File: src/rtl/tetris_game_ctrl.sv
// tetris_game_ctrl: top-level game sequencer for the Tetris chip.
// Drives board wipe, piece generation, gravity ticks, landing and
// multi-row clearing through level-based request/ack handshakes with
// the board/piece datapath. Tracks cleared lines (saturating) and
// game-over. All outputs are Moore, decoded from registered state.
//
// Optional feature macro: LEVEL_SPEEDUP_EN
//   defined   -> level rises every 8 cleared lines (max 7) and the
//                gravity period halves per level (minimum 1), latched
//                on each MOVE entry.
//   undefined -> level tied to 0, gravity period fixed at GRAV_PERIOD.

module tetris_game_ctrl #(
    parameter int ROWS        = 12,
    parameter int RW          = 4,
    parameter int GRAV_W      = 16,
    parameter int GRAV_PERIOD = 1000,
    parameter int LINES_W     = 8
) (
    input  logic               clka,
    input  logic               restart,
    input  logic               gen_ack,
    input  logic               spawn_ok,
    input  logic               touched,
    input  logic [ROWS-1:0]    full_rows,
    input  logic               clr_done,
    output logic [2:0]         state,
    output logic               board_clr,
    output logic               gen_req,
    output logic               drop_tick,
    output logic               clr_req,
    output logic [RW-1:0]      clr_row,
    output logic [LINES_W-1:0] lines,
    output logic [2:0]         level,
    output logic               game_over
);

    typedef enum logic [2:0] {
        S_NEWBOARD = 3'd0,
        S_GEN      = 3'd1,
        S_MOVE     = 3'd2,
        S_LAND     = 3'd3,
        S_CLEAR    = 3'd4,
        S_OVER     = 3'd5
    } state_t;

    localparam logic [GRAV_W-1:0]  PERIOD_BASE = GRAV_W'(GRAV_PERIOD);
    localparam logic [LINES_W-1:0] LINES_MAX   = '1;

    state_t             state_q, state_d;
    logic [GRAV_W-1:0]  grav_q, grav_d;
    logic [ROWS-1:0]    mask_q, mask_d;
    logic [LINES_W-1:0] lines_q, lines_d;
    logic [GRAV_W-1:0]  period;
    logic               at_tc;
    logic [RW-1:0]      low_idx;

`ifdef LEVEL_SPEEDUP_EN
    logic [2:0]         level_q, level_d;
    logic [GRAV_W-1:0]  period_q, period_d;
    logic [GRAV_W-1:0]  period_shift;
    logic [31:0]        lines_inc;

    assign period_shift = PERIOD_BASE >> level_q;
    assign lines_inc    = 32'(lines_q) + 32'd1;
    assign period       = period_q;
    assign level        = level_q;
`else
    assign period       = PERIOD_BASE;
    assign level        = 3'd0;
`endif

    // Terminal count of the gravity counter for the current period.
    assign at_tc = (grav_q == period - GRAV_W'(1));

    // Lowest set index of the pending mask: topmost full row is cleared first,
    // so datapath shifts never move rows still waiting at higher indices.
    always_comb begin
        low_idx = '0;
        for (int i = ROWS - 1; i >= 0; i--) begin
            if (mask_q[i]) low_idx = RW'(i);
        end
    end

    // Next-state and Moore output decode.
    always_comb begin
        // NOTE: every signal written here gets a default first, so no path
        // through the case can leave one unassigned and infer a latch.
        state_d   = state_q;
        grav_d    = grav_q;
        mask_d    = mask_q;
        lines_d   = lines_q;
        board_clr = 1'b0;
        gen_req   = 1'b0;
        drop_tick = 1'b0;
        clr_req   = 1'b0;
        game_over = 1'b0;
`ifdef LEVEL_SPEEDUP_EN
        level_d   = level_q;
        period_d  = period_q;
`endif
        case (state_q)
            S_NEWBOARD: begin
                board_clr = 1'b1;
                state_d   = S_GEN;
            end
            S_GEN: begin
                gen_req = 1'b1;
                if (gen_ack) begin
                    grav_d  = '0;
`ifdef LEVEL_SPEEDUP_EN
                    period_d = (period_shift == '0) ? GRAV_W'(1) : period_shift;
`endif
                    state_d = spawn_ok ? S_MOVE : S_OVER;
                end
            end
            S_MOVE: begin
                drop_tick = at_tc;
                grav_d    = at_tc ? '0 : grav_q + GRAV_W'(1);
                if (touched) state_d = S_LAND;
            end
            S_LAND: begin
                mask_d  = full_rows;
                state_d = (full_rows == '0) ? S_GEN : S_CLEAR;
            end
            S_CLEAR: begin
                clr_req = 1'b1;
                if (clr_done) begin
                    // Drop the lowest set bit.
                    mask_d = mask_q & (mask_q - ROWS'(1));
                    if (lines_q != LINES_MAX) begin
                        lines_d = lines_q + LINES_W'(1);
`ifdef LEVEL_SPEEDUP_EN
                        if ((lines_inc[2:0] == 3'd0) && (level_q != 3'd7))
                            level_d = level_q + 3'd1;
`endif
                    end
                    if (mask_d == '0) state_d = S_GEN;
                end
            end
            S_OVER: begin
                game_over = 1'b1;
            end
            default: state_d = S_NEWBOARD;
        endcase
    end

    // State, counter, mask and score registers with synchronous restart.
    always_ff @(posedge clka) begin
        // NOTE: non-blocking assignments so every register samples the
        // pre-edge values, independent of statement order.
        if (restart) begin
            state_q <= S_NEWBOARD;
            grav_q  <= '0;
            mask_q  <= '0;
            lines_q <= '0;
`ifdef LEVEL_SPEEDUP_EN
            level_q  <= 3'd0;
            period_q <= PERIOD_BASE;
`endif
        end else begin
            state_q <= state_d;
            grav_q  <= grav_d;
            mask_q  <= mask_d;
            lines_q <= lines_d;
`ifdef LEVEL_SPEEDUP_EN
            level_q  <= level_d;
            period_q <= period_d;
`endif
        end
    end

    assign state   = state_q;
    assign clr_row = low_idx;
    assign lines   = lines_q;

endmodule

File: config.mk
export PLATFORM = sky130hd
export DESIGN_NAME = tetris_game_ctrl
export DESIGN_NICKNAME = d
export VERILOG_FILES = /design/src/rtl/tetris_game_ctrl.sv
export SDC_FILE = /design/constraint.sdc
export NUM_CORES = 1
export LEC_CHECK = 0
export CAP_MARGIN = 40
export CORE_ASPECT_RATIO = 1.5
export CORE_UTILIZATION = 53
export CTS_CLUSTER_SIZE = 16
export DETAILED_ROUTE_END_ITERATION = 8
export GPL_TIMING_DRIVEN = 0
export PLACE_DENSITY = 0.79
export SLEW_MARGIN = 20
export SYNTH_ARGS = -nofsm -noshare
export SYNTH_HDL_FRONTEND = slang
export SYNTH_SLANG_ARGS = --single-unit
File: constraint.sdc
create_clock -name clka -period 2.1 [get_ports clka]
set_input_delay 0.63 -clock clka [delete_from_list [all_inputs] [get_ports clka]]
set_output_delay 0.63 -clock clka [all_outputs]
set_load 0.005 [all_outputs]
# Yosys cells after proc, flatten, opt, wreduce, memory -nomap -nowiden
# Cells that the tools add are included.
op_classes:
  add_sub_neg: 3
  eq_ne: 11
  reduce_logical: 9
  bitwise: 2
  n_mux: 29
op_table:
  columns: ["cell", "n"]
  rows:
  - ["4-bit 2-to-1 mux", 12]
  - ["16-bit 2-to-1 mux", 2]
  - ["16-bit one-hot mux with 2 select lines", 1]
  - ["12-bit logical NOT", 2]
  - ["12-bit one-hot mux with 2 select lines", 1]
  - ["3-bit 2-to-1 mux", 6]
  - ["3-bit one-hot mux with 6 select lines", 1]
  - ["16-bit by 1-bit adder with 16-bit output, second input constant", 1]
  - ["16-bit by 10-bit equality test with 1-bit output, second input constant", 1]
  - ["12-bit bitwise AND", 1]
  - ["12-bit 2-to-1 mux", 1]
  - ["12-bit by 1-bit subtractor with 12-bit output, second input constant", 1]
  - ["8-bit by 1-bit adder with 8-bit output, second input constant", 1]
  - ["2-bit inequality test, second input constant", 4]
  - ["8-bit inequality test, second input constant", 1]
  - ["3-bit by 2-bit equality test with 1-bit output, second input constant", 2]
  - ["3-bit equality test, second input constant", 2]
  - ["1-bit 2-to-1 mux", 5]
  - ["5-bit AND reduction", 1]
  - ["2-bit AND reduction", 2]
  - ["2-bit nonzero test", 2]
  - ["3-bit by 1-bit equality test with 1-bit output, second input constant", 1]
  - ["3-bit logical NOT", 1]
  - ["3-bit AND reduction", 1]
  - ["1-bit inverter", 1]
word_totals:
  regBits: 39
  input_bits: 18

# Depth between registers and ports, before layout
# Gate-level depths: netlist of run 1.
logic_depth:
  depth_word: 12
  depth_mapped: 8

# Worst setup path before layout of run 1
# Ideal clock, no wire load.
synth_path:
  path_type: "flip-flop to output port"
  from: "register grav_q[0]"
  to: "output drop_tick"
  t_arrival_ps: 1300
  required_ps: 1470
  path_stages_with_launch: 5
  path_buffers: 0
  slack_ps: 170
  cell_sequence: "dfxtp_1 > ha_1 > nand3_1 > or4_1 > nor3_1"
synth_between:
  elab_chain_cells: 2
synth_lines:
  columns: ["element", "line_no", "source"]
  rows:
  - ["start: declaration", "51", "logic [GRAV_W-1:0] grav_q, grav_d;"]
  - ["start signal: assignment", "163", "grav_q <= grav_d;"]
  - ["16-bit by 10-bit equality test with 1-bit output", "74", "assign at_tc = (grav_q == period - GRAV_W'(1));"]
  - ["1-bit 2-to-1 mux", "102", "case (state_q)"]
  - ["end: declaration", "30", "output logic drop_tick,"]
# No other way between the ends.

# Worst setup path after layout of run 1
layout_path:
  from: "register grav_q[10]"
  to: "output drop_tick"
# Same word-level chain as after synthesis.

==> results of run 1 <==
path summary, 6_finish.rpt:
check	startpoint	end	slack (ns)	depth (start not counted)
setup reg to reg	grav_q[3]	grav_q[13]	-0.03	8
hold / removal	grav_q[9]	grav_q[9]	0.47	1
hold reg to reg	grav_q[9]	grav_q[9]	0.47	1
setup / recovery	grav_q[10]	drop_tick	-0.36	4
kinds of logic (layout without fill, tap and decap cells):
kind of cell	Yosys count	after routing	share of synthesized area [%]
other cells	1	3	0.164
fa+ha+maj	4	4	1.96
buf+inv	24	89	5.13
flops	39	39	34.0
xor+xnor	8	8	3.06
simple gates	141	141	33.0
mux	1	1	0.436
compound gates	78	78	22.2
repair_timing:
item,CTS,global route
setup endpoints to repair,19,21
resized for setup,68,27
pin swaps,7,13
buffers inserted,12,11
final cells by class:
cell class	instances	area, sq um
flip-flops and latches	39	818
clock buffers	6	72.6
well taps	45	56.3
fillers	310	871
inverters	6	25.0
multi-input cells	235	1540
plain buffers	15	123
repair buffers	60	509
clock inverters	2	12.5
per-stage QoR:
stage          instance area [sq um]  total power, mW
2_1_floorplan                   2300            0.987
3_3_place_gp                    2730             1.14
3_5_place_dp                    2730             1.14
4_1_cts                         3020             1.68
5_1_grt                         3160             1.78
6_report                        3160             1.71
cell usage in the layout (no fill, tap or decap), types with 4 or more instances in the layout:
| cell type | n |
|---|---|
| sky130_fd_sc_hd__nand2_1 | 23 |
| sky130_fd_sc_hd__a21oi_1 | 17 |
| sky130_fd_sc_hd__buf_2 | 6 |
| sky130_fd_sc_hd__clkbuf_1 | 5 |
| sky130_fd_sc_hd__nand3_1 | 11 |
| sky130_fd_sc_hd__a31oi_1 | 6 |
| sky130_fd_sc_hd__dfxtp_4 | 7 |
| sky130_fd_sc_hd__dfxtp_2 | 9 |
| sky130_fd_sc_hd__clkdlybuf4s50_1 | 28 |
| sky130_fd_sc_hd__clkbuf_8 | 8 |
| sky130_fd_sc_hd__o21ai_0 | 16 |
| sky130_fd_sc_hd__buf_4 | 26 |
| sky130_fd_sc_hd__and3_1 | 5 |
| sky130_fd_sc_hd__nand4_1 | 7 |
| sky130_fd_sc_hd__nand2b_1 | 5 |
| sky130_fd_sc_hd__nor3_1 | 14 |
| sky130_fd_sc_hd__dfxtp_1 | 23 |
| sky130_fd_sc_hd__inv_1 | 5 |
| sky130_fd_sc_hd__nor2_1 | 32 |
| sky130_fd_sc_hd__or4_1 | 4 |
| sky130_fd_sc_hd__a22oi_1 | 6 |
| sky130_fd_sc_hd__xor2_1 | 7 |
routing by layer:
layer  up-vias  track usage (%)  share of wire (%)
met3        27             4.67                4.5
met1      1195             28.3                 37
met5         -                0                  0
met4         0             18.8                3.9
li1       1219                -                  -
met2        84             58.0                 54
power groups by stage:
stage / Clock (mW) / Sequential [mW] / Combinational [mW]
5_1_grt: 0.538 / 0.787 / 0.459
3_3_place_gp: 0 / 0.800 / 0.336
4_1_cts: 0.513 / 0.781 / 0.389
2_1_floorplan: 0 / 0.795 / 0.193
6_report: 0.499 / 0.783 / 0.427
3_5_place_dp: 0 / 0.800 / 0.336
worst max-delay path, stage by stage, from the launching register on:
cell and delay [ns]:
sky130_fd_sc_hd__dfxtp_1 0.36, sky130_fd_sc_hd__or4_1 0.50, sky130_fd_sc_hd__or3_1 0.35, sky130_fd_sc_hd__nor3_2 0.18, sky130_fd_sc_hd__buf_2 0.14
flip-flops by register name, summed over array words and instances, names as in the netlist:
register and flops:
state 3, grav_q 16, lines 8, mask_q 12
==> metrics.txt, run 1 <==
maximum number of pins on one net before global-route repair 13; fraction of final layout cells sized beyond drive strength 1 25.3%; power per cell area ~540 nW/um^2; antenna fix cells 0; Internal Power 1.21 mW; top cells by area in the synthesized netlist sky130_fd_sc_hd__dfxtp_1 (34%), sky130_fd_sc_hd__nor2_1 (5.7%), sky130_fd_sc_hd__a21oi_1 (4.1%); power spent charging and discharging nets 0.498 mW; clock input transition at the sequential cells of the worst setup and hold paths 0.08 ns; Max H-tree Level 2; leakage dissipation between 1 and 1.5 nW; total number of vias 2525; Fin Hold WS roughly 0.47 ns; Final #Nets 382; netlist area before placement 2290 sq um; aggregate global-route resource usage 29.4%; startpoint kind of the worst setup timing path register; number of setup violations in the final report 6; CTS tree yes; kind of critical path register to output pin; share of the cycle needed by the critical path after routing 117%; EDFF count, synth 0; top fanout value on the critical path 6; maximum ir drop on the vdd rail 593 uV; Initial DRC Count 160; area of the die about 4600 sq um; Post-Syn Area per Cell 7.75 sq um; most frequently used cell type in the post-synthesis netlist sky130_fd_sc_hd__dfxtp_1; Seq pwr share around 46%; post-layout util between 70 and 80%; total number of placement rows 28; hold-fix buffer count after cts 0; number of placed cells counting well taps 380; Detailed Route WL about 6800 microns; Max Root-Sink Buffers 2; CP arrival 1.83 ns; vias in the first global route approximately 2300; die height approximately 83 microns; number of max-cap violations 0; top-level I/O count 41; crit path capture type output pin; switching power as a share of total power ~29%; final HPWL from detailed placement between 4000 and 5000 microns; post-place setup slack -0.534 ns; wire length of the first global-routing pass approximately 10000 microns; top flip-flop cell by instance count after synthesis sky130_fd_sc_hd__dfxtp_1; count of yosys warnings during synthesis 0; starting density of the core 56.9%; unrepaired setup endpoints after global routing yes; Die X-Extent 55.7 microns; number of cells produced by synthesis 296; Synth top area share 34.0%; crit path setup slack, layout -0.357 ns; worst hold path type register to register; FFs w/ async S/R, synth 0%; root cell of the clock tree sky130_fd_sc_hd__clkbuf_8; routability-driven placement congestion ratio between 0.9 and 1; post-route antenna net violation count 0; fraction of power consumed by the clock network 29.2%; # port buffers 37; clock insertion delay at the later pin of the skew report around 0.30 ns; number of distinct library cell variants in the gate-level netlist after synthesis 60; Cell Count, Final, Fillers Out ~400; via/cell ratio 6.19; Seq/Total Area, Yosys 34.0%; violated checks negative setup slack; Final Critical Period 2.46 ns; mean routed wirelength per cell roughly 17 microns; Clock Sinks 39; 1st-pass router iterations 5; detailed-route DRC error count 0; GR Overflow Total 0; total CTS buffers 5; required time worst endpoint 1.47 ns; final max-slew violation count 0; Area Overhead vs Synth 37.7%; Setup TNS -0.602 ns; most frequent cells after synthesis sky130_fd_sc_hd__dfxtp_1 (39), sky130_fd_sc_hd__nor2_1 (35), sky130_fd_sc_hd__nand2_1 (23), sky130_fd_sc_hd__a21oi_1 (19), sky130_fd_sc_hd__o21ai_0 (18); post-synthesis register bit count 39; initial antenna violation count 0; maximum clock frequency 407 MHz; status complete, but fails checks; final number of hold-violating endpoints 0; Synth area leader sky130_fd_sc_hd__dfxtp_1; Fin Clk Skew approximately 0.0053 ns; Core Region 4030 sq um; power share of the combinational group 25.0%
No activity file was read; power rests on OpenSTA's default activity.
==> run 2: changes to the inputs <==
--- a/config.mk
+++ b/config.mk
@@ -7,11 +7,11 @@
 export LEC_CHECK = 0
 export CAP_MARGIN = 40
 export CORE_ASPECT_RATIO = 1.5
+export CORE_MARGIN = 2
 export CORE_UTILIZATION = 53
 export CTS_CLUSTER_SIZE = 16
 export DETAILED_ROUTE_END_ITERATION = 8
-export GPL_TIMING_DRIVEN = 0
-export PLACE_DENSITY = 0.79
+export PLACE_DENSITY = 0.8
 export SLEW_MARGIN = 20
 export SYNTH_ARGS = -nofsm -noshare
 export SYNTH_HDL_FRONTEND = slang
==> metrics.txt, run 2 (same netlist as run 1, synthesis figures left out) <==
crit path setup slack, layout -0.339 ns (was -0.357 ns); top-level I/O count 41 (unchanged); area of the die 4880 sq um (was 4600 sq um); Filler cells 291 (was 310); hold-fix buffer count after cts 0 (unchanged); unrepaired setup endpoints after global routing yes (unchanged); fraction of final layout cells sized beyond drive strength 1 31.4% (was 25.3%); status complete, but fails checks (unchanged); total CTS buffers 5 (unchanged); total number of vias 2719 (was 2525); final number of hold-violating endpoints 0 (unchanged); antenna fix cells 0 (unchanged); Die X-Extent 57.7 microns (was 55.7 microns); routed length on met1 2670 microns (was 2550 microns); aggregate global-route resource usage 30.2% (was 29.4%); Slew headroom 63.5%; final HPWL from detailed placement 5340 microns (was 4420 microns); Setup TNS -0.388 ns (was -0.602 ns); # port buffers 37 (unchanged); routability-driven placement congestion ratio 1.01 (was 0.901); combined area of the multi-input logic cells 1530 sq um (was 1540 sq um); amount of wire on met2 after detailed routing 4090 microns (was 3690 microns); leading cell types in the layout, fill and taps excluded sky130_fd_sc_hd__buf_4 (69), sky130_fd_sc_hd__nor2_1 (33), sky130_fd_sc_hd__dfxtp_1 (30), sky130_fd_sc_hd__clkdlybuf4s50_1 (28), sky130_fd_sc_hd__nand2_1 (23) (was sky130_fd_sc_hd__nor2_1 (32), sky130_fd_sc_hd__clkdlybuf4s50_1 (28), sky130_fd_sc_hd__buf_4 (26), sky130_fd_sc_hd__nand2_1 (23), sky130_fd_sc_hd__dfxtp_1 (23)); post-route antenna net violation count 0 (unchanged); GR Overflow Total 0 (unchanged); post-layout util 80.9% (was 78.4%); Max H-tree Level 2 (unchanged); area taken by flip-flops and latches 792 sq um (was 818 sq um); CTS tree yes (unchanged); via/cell ratio 6.12 (was 6.19); violated checks negative setup slack (unchanged); maximum clock frequency 410 MHz (was 407 MHz); top layer reached by signal wires met4 (unchanged); Final #Nets 417 (was 382); power per cell area 530 nW/um^2 (was 541 nW/um^2); Clock Sinks 39 (unchanged); maximum ir drop on the vdd rail 562 uV (was 593 uV); maximum number of pins on one net before global-route repair 18 (was 13); Final Critical Period 2.44 ns (was 2.46 ns); total number of placement rows 29 (was 28); required time worst endpoint 1.47 ns (about the same); register with the most flip-flops grav_q (unchanged); initial antenna violation count 0 (unchanged); flip-flop count of the largest register, all copies and words added 16 (unchanged); Detailed Route WL 7430 microns (was 6810 microns); Area Overhead vs Synth 48.6% (was 37.7%); worst hold path type register to register (unchanged); detailed-route DRC error count 0 (unchanged); startpoint kind of the worst setup timing path register (unchanged); met3 wire len 326 microns (was 304 microns); leading cell type in the layout, fill and taps excluded sky130_fd_sc_hd__buf_4 (was sky130_fd_sc_hd__nor2_1); clock input transition at the sequential cells of the worst setup and hold paths 0.07 ns (was 0.08 ns); Core Region 4210 sq um (was 4030 sq um); Initial DRC Count 164 (was 160); clock insertion delay at the later pin of the skew report 0.29 ns (was 0.30 ns); crit path capture type output pin (unchanged); total power after layout 1.81 mW (was 1.71 mW); 1st-pass router iterations 4 (was 5); die height 84.6 microns (was 82.6 microns); number of max-cap violations 0 (unchanged); share of the cycle needed by the critical path after routing 116% (was 117%); Fin Clk Skew 0.00622 ns (was 0.00532 ns); root cell of the clock tree sky130_fd_sc_hd__clkbuf_8 (unchanged); number of placed cells counting well taps 431 (was 380); leakage dissipation 1.40 nW (was 1.19 nW); worst slew pin tran 0.533 ns; mean routed wirelength per cell 16.7 microns (about the same); kind of critical path register to output pin (unchanged); vias in the first global route 2572 (was 2323); Cell Count, Final, Fillers Out 444 (was 408); post-place setup slack -0.338 ns (was -0.534 ns); CP arrival 1.81 ns (was 1.83 ns); top fanout value on the critical path 2 (was 6); final max-slew violation count 0 (unchanged); wire length of the first global-routing pass 11400 microns (was 10500 microns); Max Root-Sink Buffers 2 (unchanged); number of setup violations in the final report 3 (was 6); starting density of the core 54.5% (was 56.9%)
[run 2: changes by cell type in the layout (fill, tap and decap cells not counted), moves of 2 or more]
| cell | previous run | this run |
|---|---|---|
| sky130_fd_sc_hd__clkbuf_1 | 5 | 1 |
| sky130_fd_sc_hd__or4_4 | 1 | 3 |
| sky130_fd_sc_hd__dfxtp_4 | 7 | 0 |
| sky130_fd_sc_hd__clkbuf_2 | 2 | 0 |
| sky130_fd_sc_hd__nand3_1 | 11 | 13 |
| sky130_fd_sc_hd__or4_1 | 4 | 2 |
| sky130_fd_sc_hd__dfxtp_1 | 23 | 30 |
| sky130_fd_sc_hd__nand3_2 | 2 | 0 |
| sky130_fd_sc_hd__buf_4 | 26 | 69 |
[run 2: final timing paths]
kind / from / to / slack, ns / cells after the start
worst max-delay path: grav_q[14] / drop_tick / -0.34 / 4
worst min-delay path: grav_q[9] / grav_q[9] / 0.54 / 2
worst max register to register: grav_q[14] / grav_q[5] / -0.03 / 8
worst min register to register: grav_q[9] / grav_q[9] / 0.54 / 2
[run 2: final cells by class]
class,instances,share of cell area (%)
Sequential cell,39,23.2
Tap cell,46,1.69
Inverter,6,0.661
Clock buffer,8,2.94
Multi-Input combinational cell,235,45.0
Timing Repair Buffer,110,26.5
[run 2: power breakdown]
part | switching (mW) | internal, mW
Combinational | 0.220 | 0.251
Sequential | 0.0183 | 0.761
Clock | 0.255 | 0.300
[run 2: repair_timing]
action,in CTS,in global routing
resized for setup,49,22
cloned,0,1
pin swaps,6,8
endpoints found under the setup margin,10,17
setup buffers,2,2
[run 2: critical path, stage by stage, from the launching register on]
cell	delay, ns
sky130_fd_sc_hd__dfxtp_1	0.31
sky130_fd_sc_hd__or4_4	0.51
sky130_fd_sc_hd__or3_4	0.36
sky130_fd_sc_hd__nor3_4	0.19
sky130_fd_sc_hd__buf_2	0.14
[run 2: through the flow]
step	hold WS [ns]	area (sq um)
floorplan	0.425	2300
global placement	0.519	3140
detailed placement	0.527	3140
CTS	0.541	3300
global route	0.563	3410
finish	0.540	3410
[run 2: per-layer routing]
layer / up-vias / GRT usage (%)
met4: 0 / 16.5
met5: - / 0
li1: 1293 / -
met1: 1286 / 30.6
met3: 33 / 5.08
met2: 107 / 56.2
